--- config.mk ---
export PLATFORM = sky130hd
export DESIGN_NAME = mem_port_arbiter
export DESIGN_NICKNAME = d
export VERILOG_FILES = /design/src/rtl/mem_pkg.sv /design/src/rtl/rr_arbiter.sv /design/src/rtl/mem_port_arbiter.sv
export SDC_FILE = /design/constraint.sdc
export NUM_CORES = 1
export LEC_CHECK = 0
export CAP_MARGIN = 20
export CORE_MARGIN = 2
export CORE_UTILIZATION = 39
export CTS_CLUSTER_SIZE = 30
export DETAILED_ROUTE_END_ITERATION = 8
export PLACE_DENSITY = 0.9
export SLEW_MARGIN = 20
export SYNTH_ARGS = -nofsm -noshare
export SYNTH_HDL_FRONTEND = slang
export SYNTH_SLANG_ARGS = --single-unit
--- constraint.sdc ---
create_clock -name clk -period 5.95 [get_ports clk]
set_input_delay 0.595 -clock clk [delete_from_list [all_inputs] [get_ports clk]]
set_output_delay 0.595 -clock clk [all_outputs]
set_load 0.02 [all_outputs]
--- src/rtl/mem_pkg.sv ---
// mem_pkg: shared state encoding, controller command codes and helpers
// for the mem_port_arbiter front end.
package mem_pkg;
    typedef enum logic [2:0] {
        INIT, IDLE, WR_FILL, WR_CMD, WR_DRAIN, RD_CMD, RD_WAIT, RD_DRAIN
    } state_t;
    localparam logic [2:0] CMD_WRITE = 3'd0;
    localparam logic [2:0] CMD_READ = 3'd1;
    localparam logic [2:0] CMD_REFRESH = 3'd4;
    function automatic int clog2(input int v);
        int r = 0;
        while ((1 << r) < v) r++;
        return r;
    endfunction
endpackage

--- src/rtl/rr_arbiter.sv ---
// rr_arbiter: combinational round-robin pick of the first request at or
// after ptr, wrapping modulo NUM_CH.
module rr_arbiter
    import mem_pkg::*;
#(
    parameter int NUM_CH = 2,
    localparam int IW = (NUM_CH > 1) ? clog2(NUM_CH) : 1
) (
    input  logic [NUM_CH-1:0] req,
    input  logic [IW-1:0]     ptr,
    output logic [NUM_CH-1:0] grant,
    output logic [IW-1:0]     idx,
    output logic              any
);
    // Walk offsets from farthest to nearest so the nearest request wins.
    always_comb begin
        idx = '0;
        for (int i = NUM_CH - 1; i >= 0; i--)
            if (req[(int'(ptr) + i) % NUM_CH]) idx = IW'((int'(ptr) + i) % NUM_CH);
    end
    assign any = |req;
    assign grant = any ? NUM_CH'(1) << idx : '0;
endmodule

--- src/rtl/mem_port_arbiter.sv ---
// mem_port_arbiter: round-robin multi-channel burst front end for the
// LPDDR user port, with a per-phase stall watchdog.
module mem_port_arbiter
    import mem_pkg::*;
#(
    parameter int NUM_CH = 2,
    parameter int DATA_W = 32,
    parameter int ADDR_W = 18,
    parameter int MAX_BL = 8,
    parameter int TIMEOUT = 1023
) (
    input  logic                     clk,
    input  logic                     rst,
    input  logic                     calib_done,
    input  logic [NUM_CH-1:0]        req_valid,
    output logic [NUM_CH-1:0]        req_ready,
    input  logic [NUM_CH-1:0]        req_we,
    input  logic [NUM_CH*ADDR_W-1:0] req_addr,
    input  logic [NUM_CH*6-1:0]      req_bl,
    input  logic [NUM_CH*DATA_W-1:0] wdata,
    output logic [NUM_CH-1:0]        wdata_ack,
    output logic [DATA_W-1:0]        rdata,
    output logic [NUM_CH-1:0]        rdata_valid,
    output logic                     cmd_en,
    output logic [2:0]               cmd_instr,
    output logic [5:0]               cmd_bl,
    output logic [29:0]              cmd_byte_addr,
    input  logic                     cmd_full,
    output logic                     wr_en,
    output logic [DATA_W-1:0]        wr_data,
    output logic [DATA_W/8-1:0]      wr_mask,
    input  logic                     wr_full,
    input  logic                     wr_empty,
    output logic                     rd_en,
    input  logic [DATA_W-1:0]        rd_data,
    input  logic                     rd_empty,
    output logic                     busy,
    output logic                     timeout_err
);
    localparam int IW = (NUM_CH > 1) ? clog2(NUM_CH) : 1;
    localparam int OFS = clog2(DATA_W / 8);
    localparam int TW = clog2(TIMEOUT + 1);

    state_t state, nxt;
    logic [IW-1:0] rr_ptr, g, a_idx;
    logic [NUM_CH-1:0] a_grant;
    logic a_any, hit, last;
    logic [ADDR_W-1:0] addr;
    logic [5:0] bl, words, a_bl;
    logic [TW-1:0] wd_cnt;
    logic [ADDR_W+OFS+29:0] byte_addr;

    rr_arbiter #(.NUM_CH(NUM_CH)) u_arb (
        .req(req_valid),
        .ptr(rr_ptr),
        .grant(a_grant),
        .idx(a_idx),
        .any(a_any)
    );

    assign a_bl = req_bl[int'(a_idx)*6 +: 6];
    assign busy = state != INIT && state != IDLE;
    // Watchdog expiry overrides every strobe in the same cycle.
    assign hit = busy && wd_cnt == TW'(TIMEOUT);
    assign last = words == bl;
    assign wr_en = state == WR_FILL && !wr_full && !hit;
    assign cmd_en = (state == WR_CMD || state == RD_CMD) && !cmd_full && !hit;
    assign rd_en = state == RD_DRAIN && !rd_empty && !hit;
    assign cmd_instr = state == RD_CMD ? CMD_READ : CMD_WRITE;
    assign cmd_bl = bl;
    assign byte_addr = {30'd0, addr, {OFS{1'b0}}};
    assign cmd_byte_addr = byte_addr[29:0];
    assign wr_data = wr_en ? wdata[int'(g)*DATA_W +: DATA_W] : '0;
    assign wr_mask = '0;
    assign wdata_ack = wr_en ? NUM_CH'(1) << g : '0;

    always_comb begin
        nxt = state;
        case (state)
            INIT:     nxt = calib_done ? IDLE : INIT;
            IDLE:     nxt = !a_any ? IDLE : req_we[a_idx] ? WR_FILL : RD_CMD;
            WR_FILL:  nxt = (wr_en && last) ? WR_CMD : WR_FILL;
            WR_CMD:   nxt = cmd_en ? WR_DRAIN : WR_CMD;
            WR_DRAIN: nxt = wr_empty ? IDLE : WR_DRAIN;
            RD_CMD:   nxt = cmd_en ? RD_WAIT : RD_CMD;
            RD_WAIT:  nxt = rd_empty ? RD_WAIT : RD_DRAIN;
            RD_DRAIN: nxt = (rd_en && last) ? IDLE : RD_DRAIN;
            default:  nxt = INIT;
        endcase
        if (hit) nxt = IDLE;
    end

    always_ff @(posedge clk) begin
        if (rst) begin
            state <= INIT;
            rr_ptr <= '0;
            g <= '0;
            addr <= '0;
            bl <= '0;
            words <= '0;
            wd_cnt <= '0;
            req_ready <= '0;
            rdata <= '0;
            rdata_valid <= '0;
            timeout_err <= 1'b0;
        end else begin
            state <= nxt;
            wd_cnt <= (nxt != state || !busy) ? '0 : wd_cnt + TW'(1);
            words <= (nxt != state) ? '0 : (wr_en || rd_en) ? words + 6'd1 : words;
            req_ready <= (state == IDLE && a_any) ? a_grant : '0;
            rdata_valid <= rd_en ? NUM_CH'(1) << g : '0;
            if (rd_en) rdata <= rd_data;
            if (hit) timeout_err <= 1'b1;
            if (state == IDLE && a_any) begin
                g <= a_idx;
                addr <= req_addr[int'(a_idx)*ADDR_W +: ADDR_W];
                bl <= (a_bl > 6'(MAX_BL - 1)) ? 6'(MAX_BL - 1) : a_bl;
                rr_ptr <= IW'((int'(a_idx) + 1) % NUM_CH);
            end
        end
    end
endmodule

==> run summary <==
The flow ran to the end, and the final reports show no timing, DRC or antenna violations. The proportion of layout cells with a drive suffix above 1 is 4.54%. The most common library cell in the layout ignoring fill and taps was clkdlybuf4s50_1.

The starting utilization of the core area was 39.8%; the largest vdd supply drop was 136 µV. Synthesis inferred 82 register bits. After global routing the overflow that remains totals 0. Detailed placement finished with a half-perimeter wire length of 11.1 mm. The tools report the initial antenna violation count as 0. In the routed layout, each cell is associated on average with a via count of 5.07. The run gives 22.0 mm as the global-route wire length before repair. The logs give 14.1 mm for the aggregate routed wire length and 0 for the count of buffers added by post-CTS timing repair for setup.

The total vias in the final route is 4487, and the sequential share of the synthesized area is 40.5%. Worst endpoint required time: 5.36 ns. The net switching power of the design came out at 334 µW.

Number of cells on the worst hold path: 2. The number of cells on the worst reg-to-reg path is 7. Leakage component of the power: 2.40 nW. Maximum root-to-sink buffer count: 2.

In this run the remaining antenna-violating nets after routing total 0. The clock insertion delay at the later pin of the skew report is 0.34 ns, and the number of distinct library cells after synthesis is 55. The number of antenna diodes was 0; the final hold slack was 0.463 ns. For the number of global-route vias before repair, the log shows 4531. The count of final max-slew check failures is 0. For the clock skew after layout, the log shows 0.0110 ns. The critical-path maximum fanout is 37, and the sequential share of power is 48.2%.

The leading register cell type out of synthesis is dfxtp_1. The synthesized design contains 0 enable-type register cells. The tools report the global routing usage summed across all routing layers as 24.4%. The slowest stage of the critical path belongs to the cell clkdlybuf4s50_1.

Across all setup checks in the final design, the least slack found is 2.27 ns. The share of the clock period used by the worst path came out at 61.9%. The final weighted congestion in routability-driven placement was 0.823.

Headroom to the max-slew limit came out at 28.7%. Dividing the synthesized area by the synthesized cell count gives 7.99 µm². Entering global routing, the biggest net connects 61 pins. Critical path endpoint category: an output port.

The run gives 0 as the max-capacitance violation count. At the placement stage, the worst setup path has a slack of 2.36 ns. The mapped netlist covers 4050 µm².

The cell row count was 37. The filler cells instantiated in the layout total 812. The clock period could shrink to 3.68 ns. Data on the critical path arrives at its endpoint at 3.09 ns. The post-cts hold buffer count was 0; the combined buffer and inverter count along the critical path was 3. Clock-pin slew was measured on the worst setup and hold paths at 0.09 ns.

Grouping stages by cell kind, the critical path spends the most delay in buffers and inverters. The top cell types in the final layout, fill and taps aside, are 253 x clkdlybuf4s50_1, 90 x nand2_1, 81 x dfxtp_1. Once placement completed, the tool counted placed cells totaling 869.

The number of levels the H-tree was split into was 3; the hold violation count in the final report was 0. Synthesis produced a netlist whose cell count is 507. TritonCTS built the clock tree. The die is 106 µm tall. The floorplan step defined a core boundary enclosing 10200 µm². For this block, the initial DRC count from the detailed router was 250. The run gives 0 as the number of warnings reported in the yosys synthesis log.

The critical path goes through ha_1 > nand3_1 > nor4_1 > or3_1 > buf_4 > inv_2 > clkdlybuf4s50_1. Dividing the detail-routed wire length by the instance count gives 16.0 µm. Once the clock tree was built, the resizer swapped 0 gates to a different size. The final core utilization is 66.7%, and the full die area is 11200 µm². The final net count is 901, and the setup TNS is 0 ns. Setup repair after global routing left no endpoint under its margin. The horizontal die dimension works out to 106 µm. The tools report the internal power as 863 µW.

The count of cells in the finished layout, fillers not included, comes to 885. The total area of multi-input combinational cells is 2180 µm², and the CTS sink count is 82. The tools report the cell chosen for the clock root as clkbuf_8. For this design the ratio of total power to cell area is 176 nW/µm².

In this run, the clock network consumes 31.7% of the power. Transition time at the pin with the least slew margin: 1.07 ns. The final setup violation count was 0; the net switching share of the total power was 27.9%. The worst setup path is launched from a register.

In the synthesized netlist the async set-or-reset flop fraction comes to 0%. The highest clock rate was 271 MHz. Final routed DRC violation total: 0.

The share of total power dissipated in combinational logic is 20.1%. The critical path in this run is classified as reg -> out. Input and output buffers added on the ports amount to 254. The kind of path behind the tightest hold check is reg -> reg.

The logic depth of the worst setup path including buffers was 7; the total clock buffers created by CTS was 9. The first-pass detailed-route iteration total was 6. The logs give 1640 µm² for the sequential cell area and 273 for the I/O pin total. The worst stage delay on the critical path came out at 0.72 ns. The layout overhead on the synthesized area works out to 67.6%.
registers in the layout, indices dropped and copies added, names as in the netlist:
register,cells
rdata,32
addr,18
req_ready,2
g,1
cmd_bl,6
rdata_valid,2
rr_ptr,1
timeout_err,1
wd_cnt,10
words,6
state,3
cell type report:
cell class              count  share of cell area [%]
multi-input cells         383                    32.1
flip-flops and latches     82                    24.2
inverters                   8                   0.442
repair buffers            260                    38.0
clock inverters             7                   0.866
well taps                 136                    2.51
clock buffers               9                    1.82
worst min-delay path, stage by stage, from the launching register on:
cell     delay, ns
dfxtp_1       0.32
nand2_1       0.05
a21oi_1       0.05
final timing paths:
kind	startpoint	endpoint	slack, ns
min reg2reg	rdata[30]$_SDFFE_PP0P_	rdata[30]$_SDFFE_PP0P_	0.46
max reg2reg	wd_cnt[0]$_SDFF_PP0_	wd_cnt[3]$_SDFF_PP0_	3.24
min	rdata[30]$_SDFFE_PP0P_	rdata[30]$_SDFFE_PP0P_	0.46
max	wd_cnt[0]$_SDFF_PP0_	rd_en	2.27
per-layer routing:
| layer | GRT usage (%) | routed length (µm) | vias to the layer above |
|---|---|---|---|
| met5 | 0 | 0 | - |
| met4 | 7.42 | 213 | 0 |
| met3 | 5.27 | 854 | 20 |
| met2 | 45.0 | 7620 | 195 |
| met1 | 28.1 | 5450 | 2082 |
| li1 | - | - | 2190 |
power by group through the flow:
stage / clock [mW] / combinational (mW) / sequential (mW)
CTS: 0.389 / 0.241 / 0.577
global placement: 0 / 0.234 / 0.589
finish: 0.380 / 0.241 / 0.578
global route: 0.409 / 0.258 / 0.580
floorplan: 0 / 0.0952 / 0.595
detailed placement: 0 / 0.239 / 0.590
Yosys cell counts (2+ instances only):
library cell / instances / area, µm²
mux2i_1: 35 / 350
nor4_1: 2 / 12.5
nand2b_1: 6 / 37.5
inv_1: 7 / 26.3
buf_2: 7 / 35.0
o22ai_1: 3 / 18.8
a311oi_1: 3 / 26.3
xor2_1: 5 / 43.8
buf_4: 18 / 135
or3_1: 3 / 18.8
nand3_1: 6 / 30.0
nand2_1: 90 / 338
clkbuf_1: 22 / 82.6
nor3_1: 17 / 85.1
nand4_1: 2 / 12.5
a21oi_1: 38 / 190
dfxtp_1: 82 / 1640
a211oi_1: 2 / 15.0
a222oi_1: 8 / 80.1
nor2_1: 70 / 263
a22oi_1: 10 / 75.1
ha_1: 2 / 25.0
xnor2_1: 13 / 114
nor2b_1: 4 / 25.0
o21ai_0: 14 / 70.1
and3_1: 6 / 37.5
buf_1: 4 / 15.0
cells by family (layout without fill, tap and decap cells):
family,count (synthesis),in the layout,share of synthesized area (%)
xor+xnor,18,18,3.89
flops,82,82,40.5
buf+inv,59,284,7.35
simple gates,213,213,23.0
fa+ha+maj,2,2,0.618
other cells,1,18,0.0926
mux,36,36,9.02
compound gates,96,96,15.5
per-stage QoR:
stage	area, µm²	total power, mW
final	6790	1.20
after floorplan	4120	0.690
after global placement	6610	0.823
after CTS	6790	1.21
after detailed placement	6610	0.829
after global routing	6790	1.25
Power figures use the tool's default switching activity.
==> edit: new RTL, config.mk and constraints unchanged <==
`words` no longer has a reset.
--- a/src/rtl/mem_port_arbiter.sv
+++ b/src/rtl/mem_port_arbiter.sv
@@ -97,7 +97,6 @@
             g <= '0;
             addr <= '0;
             bl <= '0;
-            words <= '0;
             wd_cnt <= '0;
             req_ready <= '0;
             rdata <= '0;
@@ -106,7 +105,6 @@
         end else begin
             state <= nxt;
             wd_cnt <= (nxt != state || !busy) ? '0 : wd_cnt + TW'(1);
-            words <= (nxt != state) ? '0 : (wr_en || rd_en) ? words + 6'd1 : words;
             req_ready <= (state == IDLE && a_any) ? a_grant : '0;
             rdata_valid <= rd_en ? NUM_CH'(1) << g : '0;
             if (rd_en) rdata <= rd_data;
@@ -119,5 +117,9 @@
             end
         end
     end
+
+    always_ff @(posedge clk) begin
+        words <= (nxt != state) ? '0 : (wr_en || rd_en) ? words + 6'd1 : words;
+    end
 endmodule
 
Check against the original RTL: same outputs for any inputs over 4 cycles, from zero or initial values and one cycle with rst high; that may be too few to reach the edited logic, so the function may still have changed.
==> edit against the unedited design <==
- wire length grew 1.5%
- synthesized area grew 1.8%
- sequential cell count is the same
- first-iteration DRC count grew 13%
- setup slack lost 0.38 ns
- critical path type unchanged
- count of clock-buffer cells in the layout is the same
- non-clock buffer count shrank 4
- core utilization is essentially flat
- register-to-register slack lost 0.05 ns
- cell area grew 0.87%
- power grew 8.6%
==> edit: results (changes against the unedited design) <==
** Timing
- The maximum clock skew at final layout came to 0.0130 ns (+0.00208 ns).

** Power
- The largest vdd supply drop is 159 µV (+17%).
- Net switching power figure :: 0.319 mW (-4.7%)
- Clock Power Share :: 36.6% (+4.9 points)
- The power density over the cells is 190 nW/µm² (+7.7%).
- Total sequential power :: 0.576 mW (about the same)

** Routing
- The number of violations reported at the end of detailed-routing iteration 0 was 283 (+13%).
- DRT Pass-1 Iters :: 5 (-1)
- The post-detailed-route wirelength per cell is 16.5 µm (+3.1%).

** Cells and area
- Fraction of area in non-clock buffers :: 37.4% (-0.58 points)
- Count of plain and timing-repair buffers :: 256 (-1.5%)
- The multi-input combinational area share is 32.2% (+0.035 points).
- Fillers :: 831 (+2.3%)
- Share of final-layout standard cells stronger than drive strength 1 :: 5.16% (+0.62 points)

** Synthesis
- Multiplexer share of the synthesized area :: 8.49% (-0.53 points)
- Adder-cell share of the synthesized area :: 0.607% (-0.011 points)
- The sequential fraction of the synthesis area came to 39.8% (-0.73 points).
- The number of cells produced by synthesis came to 498 (-1.8%).
- Share of the synthesized netlist area taken by xor and xnor gates :: 4.03% (+0.14 points)
- Complex-gate fraction of the synthesized area :: 14.6% (-0.88 points)

** Global route
- Global-route wire length before repair :: 21600 µm (-2.0%)
- The aggregate global-route resource usage was 24.1% (-0.26 points).
- Largest net degree at the start of global routing :: 37 (-39%)

** Setup path
- Maximum net fanout on the critical path :: 35 (-5.4%)

** Place
- Number of cells in the design after placement :: 856 (-1.5%)
- The worst setup timing slack at the placement stage was 2.16 ns (-0.200 ns).

** Status
- Run status :: finished clean
[edit: logic make-up after synthesis]
group / Yosys count
other cells: 1
fa+ha+maj: 2
mux: 35
compound gates: 82
flops: 82
xor+xnor: 19
buf+inv: 58
simple gates: 219
[edit: final timing paths]
check | endpoint | slack, ns | depth (start not counted)
worst min-delay path | rdata[24]$_SDFFE_PP0P_ | 0.46 | 2
worst max-delay path | rd_en | 1.89 | 6
worst min register to register | rdata[24]$_SDFFE_PP0P_ | 0.46 | 2
worst max register to register | rdata[10]$_SDFFE_PP0P_ | 3.19 | 7
[edit: layer usage]
metal / GRT usage (%) / up-vias / part of all wire (%)
li1: - / 2163 / -
met1: 23.5 / 2050 / 35
met2: 44.4 / 233 / 52
met3: 8.21 / 35 / 9.4
met4: 13.4 / 0 / 4.0
met5: 0 / - / 0
[edit: stage by stage]
step	utilization, %	cell area [µm²]
CTS	66.6	6840
floorplan	-	4190
detailed placement	64.2	6600
global route	66.7	6850
finish	66.7	6850
global placement	64.0	6580
